File: src/rtl/rv32_pkg.sv
// Shared RV32 front-end types: XLEN, instruction size, buffer entry and fetch FSM encoding.
package rv32_pkg;
  localparam int XLEN        = 32;
  localparam int INSTR_BYTES = 4;

  typedef struct packed {
    logic [XLEN-1:0] instr;
    logic [XLEN-1:0] pc;
    logic            err;
  } fetch_entry_t;

  typedef enum logic {FC_RUN, FC_FAULT} fetch_ctrl_state_e;
endpackage

File: src/rtl/fetch_buf.sv
// Synchronous FIFO of fetch entries with a single-cycle flush; head is registered storage, no bypass.
module fetch_buf
  import rv32_pkg::*;
#(
  parameter int DEPTH = 2,
  localparam int CW = $clog2(DEPTH + 1)
) (
  input  logic          clk,
  input  logic          rst,
  input  logic          flush,
  input  logic          push,
  input  fetch_entry_t  push_entry,
  input  logic          pop,
  output fetch_entry_t  head,
  output logic [CW-1:0] count
);
  localparam int AW = (DEPTH > 1) ? $clog2(DEPTH) : 1;

  fetch_entry_t   mem [DEPTH];
  logic [AW-1:0]  wr_ptr;
  logic [AW-1:0]  rd_ptr;

  function automatic logic [AW-1:0] next_ptr(input logic [AW-1:0] p);
    return (p == AW'(DEPTH - 1)) ? '0 : p + AW'(1);
  endfunction

  always_ff @(posedge clk) begin
    if (!rst || flush) begin
      wr_ptr <= '0;
      rd_ptr <= '0;
      count  <= '0;
    end else begin
      if (push) wr_ptr <= next_ptr(wr_ptr);
      if (pop)  rd_ptr <= next_ptr(rd_ptr);
      count <= count + CW'(push) - CW'(pop);
    end
  end

  // Storage needs no reset: consumers gate the head with count != 0.
  always_ff @(posedge clk) begin
    if (push) mem[wr_ptr] <= push_entry;
  end

  assign head = mem[rd_ptr];
endmodule

File: src/rtl/fetch_ctrl.sv
// RV32 fetch sequencer: owns the PC, issues credit-limited I-cache requests, buffers responses for decode.
module fetch_ctrl
  import rv32_pkg::*;
#(
  parameter logic [31:0] RESET_PC  = 32'h0000_0000,
  parameter int          BUF_DEPTH = 2
) (
  input  logic        clk,
  input  logic        rst,
  input  logic        redir_i,
  input  logic [31:0] redir_pc_i,
  output logic        ic_req_valid_o,
  input  logic        ic_req_ready_i,
  output logic [31:0] ic_req_addr_o,
  input  logic        ic_rsp_valid_i,
  input  logic [31:0] ic_rsp_data_i,
  input  logic        ic_rsp_err_i,
  output logic        dec_valid_o,
  input  logic        dec_ready_i,
  output logic [31:0] dec_instr_o,
  output logic [31:0] dec_pc_o,
  output logic        dec_err_o,
  output logic [31:0] pc_q_o
);
  localparam int CW = $clog2(BUF_DEPTH + 1);

  logic [31:0]       pc_q;
  logic [31:0]       rsp_pc_q;
  fetch_ctrl_state_e state_q;
  logic [CW-1:0]     outst_q;
  logic [CW-1:0]     drop_q;
  logic [CW-1:0]     outst_n;
  logic [CW-1:0]     buf_cnt;
  logic              credit_ok;
  logic              accept;
  logic              push;
  logic              pop;
  fetch_entry_t      head;
  fetch_entry_t      push_entry;
  logic [31:0]       redir_pc;

  assign redir_pc   = redir_pc_i & ~32'd3;
  // Each in-flight request already owns a buffer slot, so responses never need backpressure.
  assign credit_ok  = ({1'b0, outst_q} + {1'b0, buf_cnt}) < (CW + 1)'(BUF_DEPTH);
  assign ic_req_valid_o = rst && (state_q == FC_RUN) && !redir_i && credit_ok;
  assign ic_req_addr_o  = pc_q;
  assign pc_q_o         = pc_q;
  assign accept     = ic_req_valid_o && ic_req_ready_i;
  assign push       = ic_rsp_valid_i && !redir_i && (drop_q == '0);
  assign outst_n    = outst_q + CW'(accept) - CW'(ic_rsp_valid_i);
  assign push_entry = '{instr: ic_rsp_data_i, pc: rsp_pc_q, err: ic_rsp_err_i};

  assign dec_valid_o = (buf_cnt != '0);
  assign dec_instr_o = dec_valid_o ? head.instr : '0;
  assign dec_pc_o    = dec_valid_o ? head.pc    : '0;
  assign dec_err_o   = dec_valid_o && head.err;
  assign pop         = dec_valid_o && dec_ready_i;

  always_ff @(posedge clk) begin
    if (!rst) begin
      pc_q     <= RESET_PC;
      rsp_pc_q <= RESET_PC;
      state_q  <= FC_RUN;
      outst_q  <= '0;
      drop_q   <= '0;
    end else begin
      outst_q <= outst_n;
      if (redir_i) begin
        // Everything still in flight after this cycle belongs to the old path.
        pc_q     <= redir_pc;
        rsp_pc_q <= redir_pc;
        state_q  <= FC_RUN;
        drop_q   <= outst_n;
      end else begin
        if (accept) pc_q <= pc_q + 32'(INSTR_BYTES);
        if (ic_rsp_valid_i && (drop_q != '0)) drop_q <= drop_q - CW'(1);
        if (push) begin
          rsp_pc_q <= rsp_pc_q + 32'(INSTR_BYTES);
          if (ic_rsp_err_i) state_q <= FC_FAULT;
        end
      end
    end
  end

  always_ff @(posedge clk) begin
    if (rst && ic_rsp_valid_i) assert (outst_q != '0);
  end

  fetch_buf #(.DEPTH(BUF_DEPTH)) u_buf (
    .clk        (clk),
    .rst        (rst),
    .flush      (redir_i),
    .push       (push),
    .push_entry (push_entry),
    .pop        (pop),
    .head       (head),
    .count      (buf_cnt)
  );
endmodule

File: config.mk
export PLATFORM = sky130hd
export DESIGN_NAME = fetch_ctrl
export DESIGN_NICKNAME = d
export VERILOG_FILES = /design/src/rtl/rv32_pkg.sv /design/src/rtl/fetch_buf.sv /design/src/rtl/fetch_ctrl.sv
export SDC_FILE = /design/constraint.sdc
export NUM_CORES = 1
export LEC_CHECK = 0
export ABC_AREA = 0
export BUFFER_PORTS_ARGS = -buffer_cell sky130_fd_sc_hd__buf_2
export CORE_UTILIZATION = 40
export DETAILED_ROUTE_END_ITERATION = 12
export PLACE_DENSITY = 0.69
export REMOVE_ABC_BUFFERS = 1
export SETUP_SLACK_MARGIN = 0.02
export SLEW_MARGIN = 20
export SYNTH_ARGS = -nofsm -noshare
export SYNTH_HDL_FRONTEND = slang
export SYNTH_SLANG_ARGS = --single-unit
File: constraint.sdc
create_clock -name clk -period 5.4 [get_ports clk]
set_input_delay 0.27 -clock clk [delete_from_list [all_inputs] [get_ports clk]]
set_output_delay 0.27 -clock clk [all_outputs]
set_load 0.05 [all_outputs]
# --- After elaboration in Yosys (flattened, before gate mapping) ---
# Memory sizes are Yosys's and may differ from the RTL's. A register that Yosys moved wholly into a read port is not among the register bits.
# Index checks and enable logic that the tools add are counted.
totals:
  wordCells: 58
  n_memories: 1
  mem_bits_rw: 130
  inputBits: 71
  ff_bits: 73
  latchBits: 0
  romBits: 0
  output_inout_bits: 131
op_classes:
  n_div: 0
  n_shift: 0
  bitwise_logic: 2
  n_lt_le_gt_ge: 1
  n_reduce_logical: 20
  mul: 0
  mux: 14
  add_sub_neg: 10
  eq_ne: 0
memory_table:
  columns: ["memory", "depth", "width", "rd", "rd_ports_with_merged_regs", "write_ports", "line_no", "text"]
  rows:
  - ["u_buf.mem", 2, 65, 1, 1, 1, "fetch_buf.sv:19", "fetch_entry_t mem [DEPTH];"]
op_table:
  columns: ["cell", "count"]
  rows:
  - ["$mux 32", 6]
  - ["$add 32x3->32 const B", 2]
  - ["$reduce_bool 2->1", 5]
  - ["$logic_and 1x1->1", 9]
  - ["$mux 1", 6]
  - ["$add 2x1->2", 2]
  - ["$mux 2", 2]
  - ["$sub 2x1->2", 2]
  - ["$add 2x2->3", 1]
  - ["$lt 3x2->1 const B", 1]
  - ["$add 1x1->1 const B", 2]
  - ["$logic_not 1->1", 2]
  - ["$logic_not 2->1", 1]
  - ["$not 1->1", 2]
  - ["$reduce_and 2->1", 1]
  - ["$reduce_or 2->1", 1]
  - ["$sub 2x1->2 const B", 1]
  - ["$logic_or 1x1->1", 1]

# --- Depth between registers and ports, before layout ---
depth:
  ltp_word: 8
  ltp_mapped: 14
  ltp_nobuf: 12

# --- By module ---
# From an unflattened synthesis, not the netlist that was laid out.
unflattened:
  hier_cells: 774
  area_unflattened_um2: 9339.0
modules_own_cells:
  columns: ["module", "area_per_inst_um2", "cells_each", "seq_area_each_um2", "instances"]
  rows:
  - ["fetch_buf", 5109.9, 223, 4003.8, 1]
  - ["fetch_ctrl", 4229.1, 551, 1301.2, 1]

# --- Least setup slack after synthesis ---
# OpenSTA, ideal clock, no wires.
synth_path:
  kind: "input to register"
  startpoint: "input redir_i"
  endpoint: "memory u_buf.mem[0][0] in the netlist's numbering (enable)"
  path_buffers: 3
  required_ns: 4.839
  t_arrival_ns: 5.166
  setup_ns: 0.561
  stages: 4
  path_slack_ns: -0.327
  cell_sequence: "clkbuf_1 clkbuf_1 clkbuf_1 nor3_1"
synth_via:
  elab_chain_cells: 5
synth_lines:
  columns: ["element", "line_no", "text"]
  rows:
  - ["from (decl)", "fetch_ctrl.sv:10", "input logic redir_i,"]
  - ["$logic_not 1->1", "fetch_ctrl.sv:49", "assign push = ic_rsp_valid_i && !redir_i && (drop_q == '0);"]
  - ["$logic_and 1x1->1 (2 in a row)", "fetch_ctrl.sv:49", null]
  - ["$mux 1", "fetch_buf.sv:41", "if (push) mem[wr_ptr] <= push_entry;"]
  - ["$mux 1 (not written as such)", "fetch_buf.sv:41", null]
  - ["to (decl)", "fetch_buf.sv:19", null]
# Every way passes these cells.

# --- Worst setup path after layout ---
layout_path:
  startpoint: "register u_buf.count[0]"
  endpoint: "register drop_q[1]"
layout_via:
  elab_chain_cells: 7
layout_lines:
  columns: ["element", "line_no", "text"]
  rows:
  - ["from (decl)", "fetch_buf.sv:15", "output logic [CW-1:0] count"]
  - ["from (signal assigned)", "fetch_buf.sv:35", "count <= count + CW'(push) - CW'(pop);"]
  - ["$add 2x2->3", "fetch_ctrl.sv:44", "assign credit_ok = ({1'b0, outst_q} + {1'b0, buf_cnt}) < (CW + 1)'(BUF_DEPTH);"]
  - ["$lt 3x2->1", "fetch_ctrl.sv:44", null]
  - ["$logic_and 1x1->1", "fetch_ctrl.sv:45", "assign ic_req_valid_o = rst && (state_q == FC_RUN) && !redir_i && credit_ok;"]
  - ["$logic_and 1x1->1", "fetch_ctrl.sv:48", "assign accept = ic_req_valid_o && ic_req_ready_i;"]
  - ["$add 2x1->2", "fetch_ctrl.sv:50", "assign outst_n = outst_q + CW'(accept) - CW'(ic_rsp_valid_i);"]
  - ["$sub 2x1->2", "fetch_ctrl.sv:50", null]
  - ["$mux 2", "fetch_ctrl.sv:68", "if (redir_i) begin"]
  - ["to (signal assigned)", "fetch_ctrl.sv:73", "drop_q <= outst_n;"]
  - ["to (signal assigned)", "fetch_ctrl.sv:76", "if (ic_rsp_valid_i && (drop_q != '0)) drop_q <= drop_q - CW'(1);"]
  - ["to (decl)", "fetch_ctrl.sv:31", "logic [CW-1:0] drop_q;"]
# Every way passes these cells.
# A chain may end at the register's enable or synchronous reset.

==> impl_metrics.py <==
metrics = {
    "cells_and_area": {
        "area_growth_syn_to_layout_pct": 16.76,
        "fillers": 2029,
        "diodes": 0,
        "utilization": 0.4762,
        "final_net_count": 1007,
        "drive_above_1_share": 0.2614,
        "fin_area_um2": 10390,
    },
    "power": {
        "sw_frac_of_total": 0.2889,
        "switchingPower_w": 0.0009831,
        "comb_power_share": 0.145,
        "irDropWorstVdd_mv": 0.1890,
        "total_power_w": 0.003403,
        "p_int_w": 0.002420,
        "p_per_area_nw_per_um2": 327.4,
        "pwr-share-seq": 0.511,
        "clockPowerShare": 0.344,
        "leakage_nw": 3.973,
    },
    "synth": {
        "synthCells": 783,
        "synthArstFlopShare": 0,
        "ys_seq_area_frac": 0.5825,
        "synth_compound_area_frac": 0.08434,
        "synth.most_common_cell": "edfxtp_1",
        "synth_edf_count": 126,
        "ys_types": 58,
        "synth_top_family_by_area": "simple AND/OR/NAND/NOR gates",
        "synth_xor_area_frac": 0.04231,
        "ys.flop_type": "edfxtp_1",
        "synth_top_area_frac": 0.4251,
        "synth.area.top_cells": "edfxtp_1 43%, dfxtp_1 16%, mux2i_1 7.2%",
        "ys_ff_latch": 196,
        "yosysTopAreaCell": "edfxtp_1",
        "synthAdderAreaFrac": 0.01209,
        "yosysWarningCount": 0,
        "synthMuxAreaShare": 0.07324,
        "syn_area_per_cell_um2": 11.37,
        "yosys-top-cells-count": "126 x edfxtp_1, 90 x nor2_1, 70 x dfxtp_1",
        "synth_simple_gate_area_share": 0.1469,
        "synth_area_um2": 8901,
    },
    "floorplanning": {
        "pin_count": 202,
        "initial_core_util": 0.4079,
        "die_h_um": 151.2,
        "dieArea_um2": 22850,
        "coreArea_um2": 21820,
        "rows": 54,
        "die_w_um": 151.2,
    },
    "sta": {
        "rsz0062_at_grt": "no",
        "tns_ps": 0,
        "hold_violations": 0,
        "worstMarginPinSlew_ps": 866.1,
        "slew_headroom": 0.4226,
        "fmax_mhz": 303.0,
        "hold_slack_ps": 33.23,
        "finalSetupViolCount": 0,
        "finalCriticalPeriod_ps": 3301,
        "clock_skew_ps": 11.81,
        "fin_crit_sh": 0.6112,
        "finalMaxSlewViolations": 0,
    },
    "clocking": {
        "cts-buffers-inserted": 17,
        "cts_root_buf": "clkbuf_16",
        "clkLatencyLatePin_ps": 430,
        "cts_tree": "yes",
        "worst_setup_hold_path_clk_slew_ps": 70,
        "cts.repair.resized": 0,
        "hold_buffers": 0,
        "cts_setup_buffers": 0,
        "clock_path_buffers": 2,
        "h-tree-depth": 4,
        "clock_sinks": 196,
    },
    "global_route": {
        "grt-ovfl-total": 0,
        "grt_pass1_vias": 5854,
        "track_usage": 0.1781,
        "antenna_found_initial": 0,
        "grt_first_pass_wirelength_mm": 30.88,
        "grt_max_degree": 69,
    },
    "critical_path": {
        "cp-end-kind": "flip-flop",
        "worstPathRequired_ps": 5720,
        "worstSetupPathType": "flip-flop to flip-flop",
        "worst_setup_path_start_kind": "flip-flop",
        "cp_max_fo": 24,
        "worstPathArrival_ps": 3620,
    },
    "placement": {
        "dpl_cell_area_um2": 9849,
        "gp_congestion": 0.8192,
        "dp_hpwl_mm": 13.70,
        "port-buffer-count": 193,
    },
    "status": {
        "status": "completed",
    },
    "detailed_routing": {
        "drc": 0,
        "dr.pass1.iters": 5,
        "num_vias": 6290,
        "avgViaCountPerCell": 5.152,
        "drt_iter0_drc": 360,
        "ant_nets": 0,
        "wl_mm": 20.25,
        "wire_per_inst_um": 16.59,
    },
    "flow_run": {
        "cap_violations": 0,
    },
    "worst_hold_path": {
        "holdCritPathClass": "input pin to flip-flop",
    },
}
==> critical path, cell delays in order (launching register included) <==
cell and delay (ps):
dfxtp_1 380, and2_1 160, fa_1 460, nor4b_4 500, and2_4 400, inv_6 150, ha_1 300, inv_1 40
ha_1 170, xor2_1 170, and2_1 160, nor3_1 50, a22o_1 240
==> flip-flops by register name, summed over array words and instances (netlist names), named ones only <==
name	flops
drop_q	2
ic_req_addr_o	30
outst_q	2
rsp_pc_q	30
state_q	1
u_buf.count	2
u_buf.mem	126
u_buf.rd_ptr	1
u_buf.wr_ptr	1
==> power by group through the flow <==
stage	Combinational [W]	Clock (W)	Sequential, W
floorplan	0.000257	0	0.00186
detailed placement	0.000495	0	0.00177
finish	0.000493	0.00117	0.00174
global route	0.000533	0.00126	0.00175
CTS	0.000497	0.00120	0.00174
global placement	0.000488	0	0.00177
==> per-stage QoR <==
| stage | setup slack (ps) | instances |
|---|---|---|
| final | 2099 | 1221 |
| after global routing | 1924 | 1221 |
| after CTS | 2101 | 1221 |
| after detailed placement | 2117 | 1189 |
| after global placement | 2143 | 1189 |
| after floorplan | -188.2 | 709 |
==> path summary, 6_finish.rpt <==
path	start	end	slack (ps)	cells after the start
setup / recovery	u_buf.count[0]	drop_q[1]	2100	12
hold / removal	ic_rsp_data_i[10]	u_buf.mem[0][43]	30	1
setup reg to reg	u_buf.count[0]	drop_q[1]	2100	12
hold reg to reg	rsp_pc_q[26]	u_buf.mem[0][27]	510	0
==> cells in the final DEF, fill, tap and decap left out, types with 4 or more instances in the layout <==
| cell type | netlist | final |
|---|---|---|
| and3_1 | 13 | 13 |
| conb_1 | 1 | 6 |
| nor2_1 | 90 | 89 |
| o21a_1 | 4 | 4 |
| o31ai_1 | 4 | 4 |
| inv_6 | 1 | 4 |
| nand2_1 | 53 | 53 |
| clkbuf_16 | 0 | 17 |
| buf_4 | 36 | 7 |
| buf_2 | 5 | 193 |
| and4_1 | 7 | 7 |
| xnor2_1 | 28 | 28 |
| dfxtp_1 | 70 | 69 |
| nor3_1 | 12 | 11 |
| o21ai_0 | 30 | 30 |
| a31oi_1 | 15 | 15 |
| nor4_1 | 5 | 5 |
| mux2i_1 | 64 | 64 |
| o22ai_1 | 6 | 6 |
| nand4_1 | 21 | 21 |
| a21oi_1 | 38 | 38 |
| edfxtp_1 | 126 | 126 |
| and2_1 | 12 | 11 |
| inv_1 | 14 | 14 |
| xor2_1 | 15 | 15 |
| nand3_1 | 20 | 20 |
| ha_1 | 7 | 7 |
==> cell type report <==
class,count,area [um2],share of cell area
sequential,196,5189,0.4993
multi-input combinational,498,3231,0.3109
timing repair buffer,200,1018,0.09800
clock buffer,20,446.7,0.04298
tap,280,350.3,0.03371
clock inverter,12,96.34,0.009270
inverter,15,61.31,0.005899
==> metal layers <==
layer  vias up  routed length, um  global-route usage
met4         0                373             0.06350
li1       3098                  -                   -
met2       206               9636              0.2883
met5         -                  0                   0
met1      2960               9406              0.2358
met3        26                837             0.03614
==> kinds of logic after synthesis <==
kind of cell / count (synthesis)
compound gates: 122
xor+xnor: 43
fa+ha+maj: 8
buf+inv: 94
flops: 196
mux: 65
other cells: 1
simple gates: 254
Power figures use the tool's default switching activity.
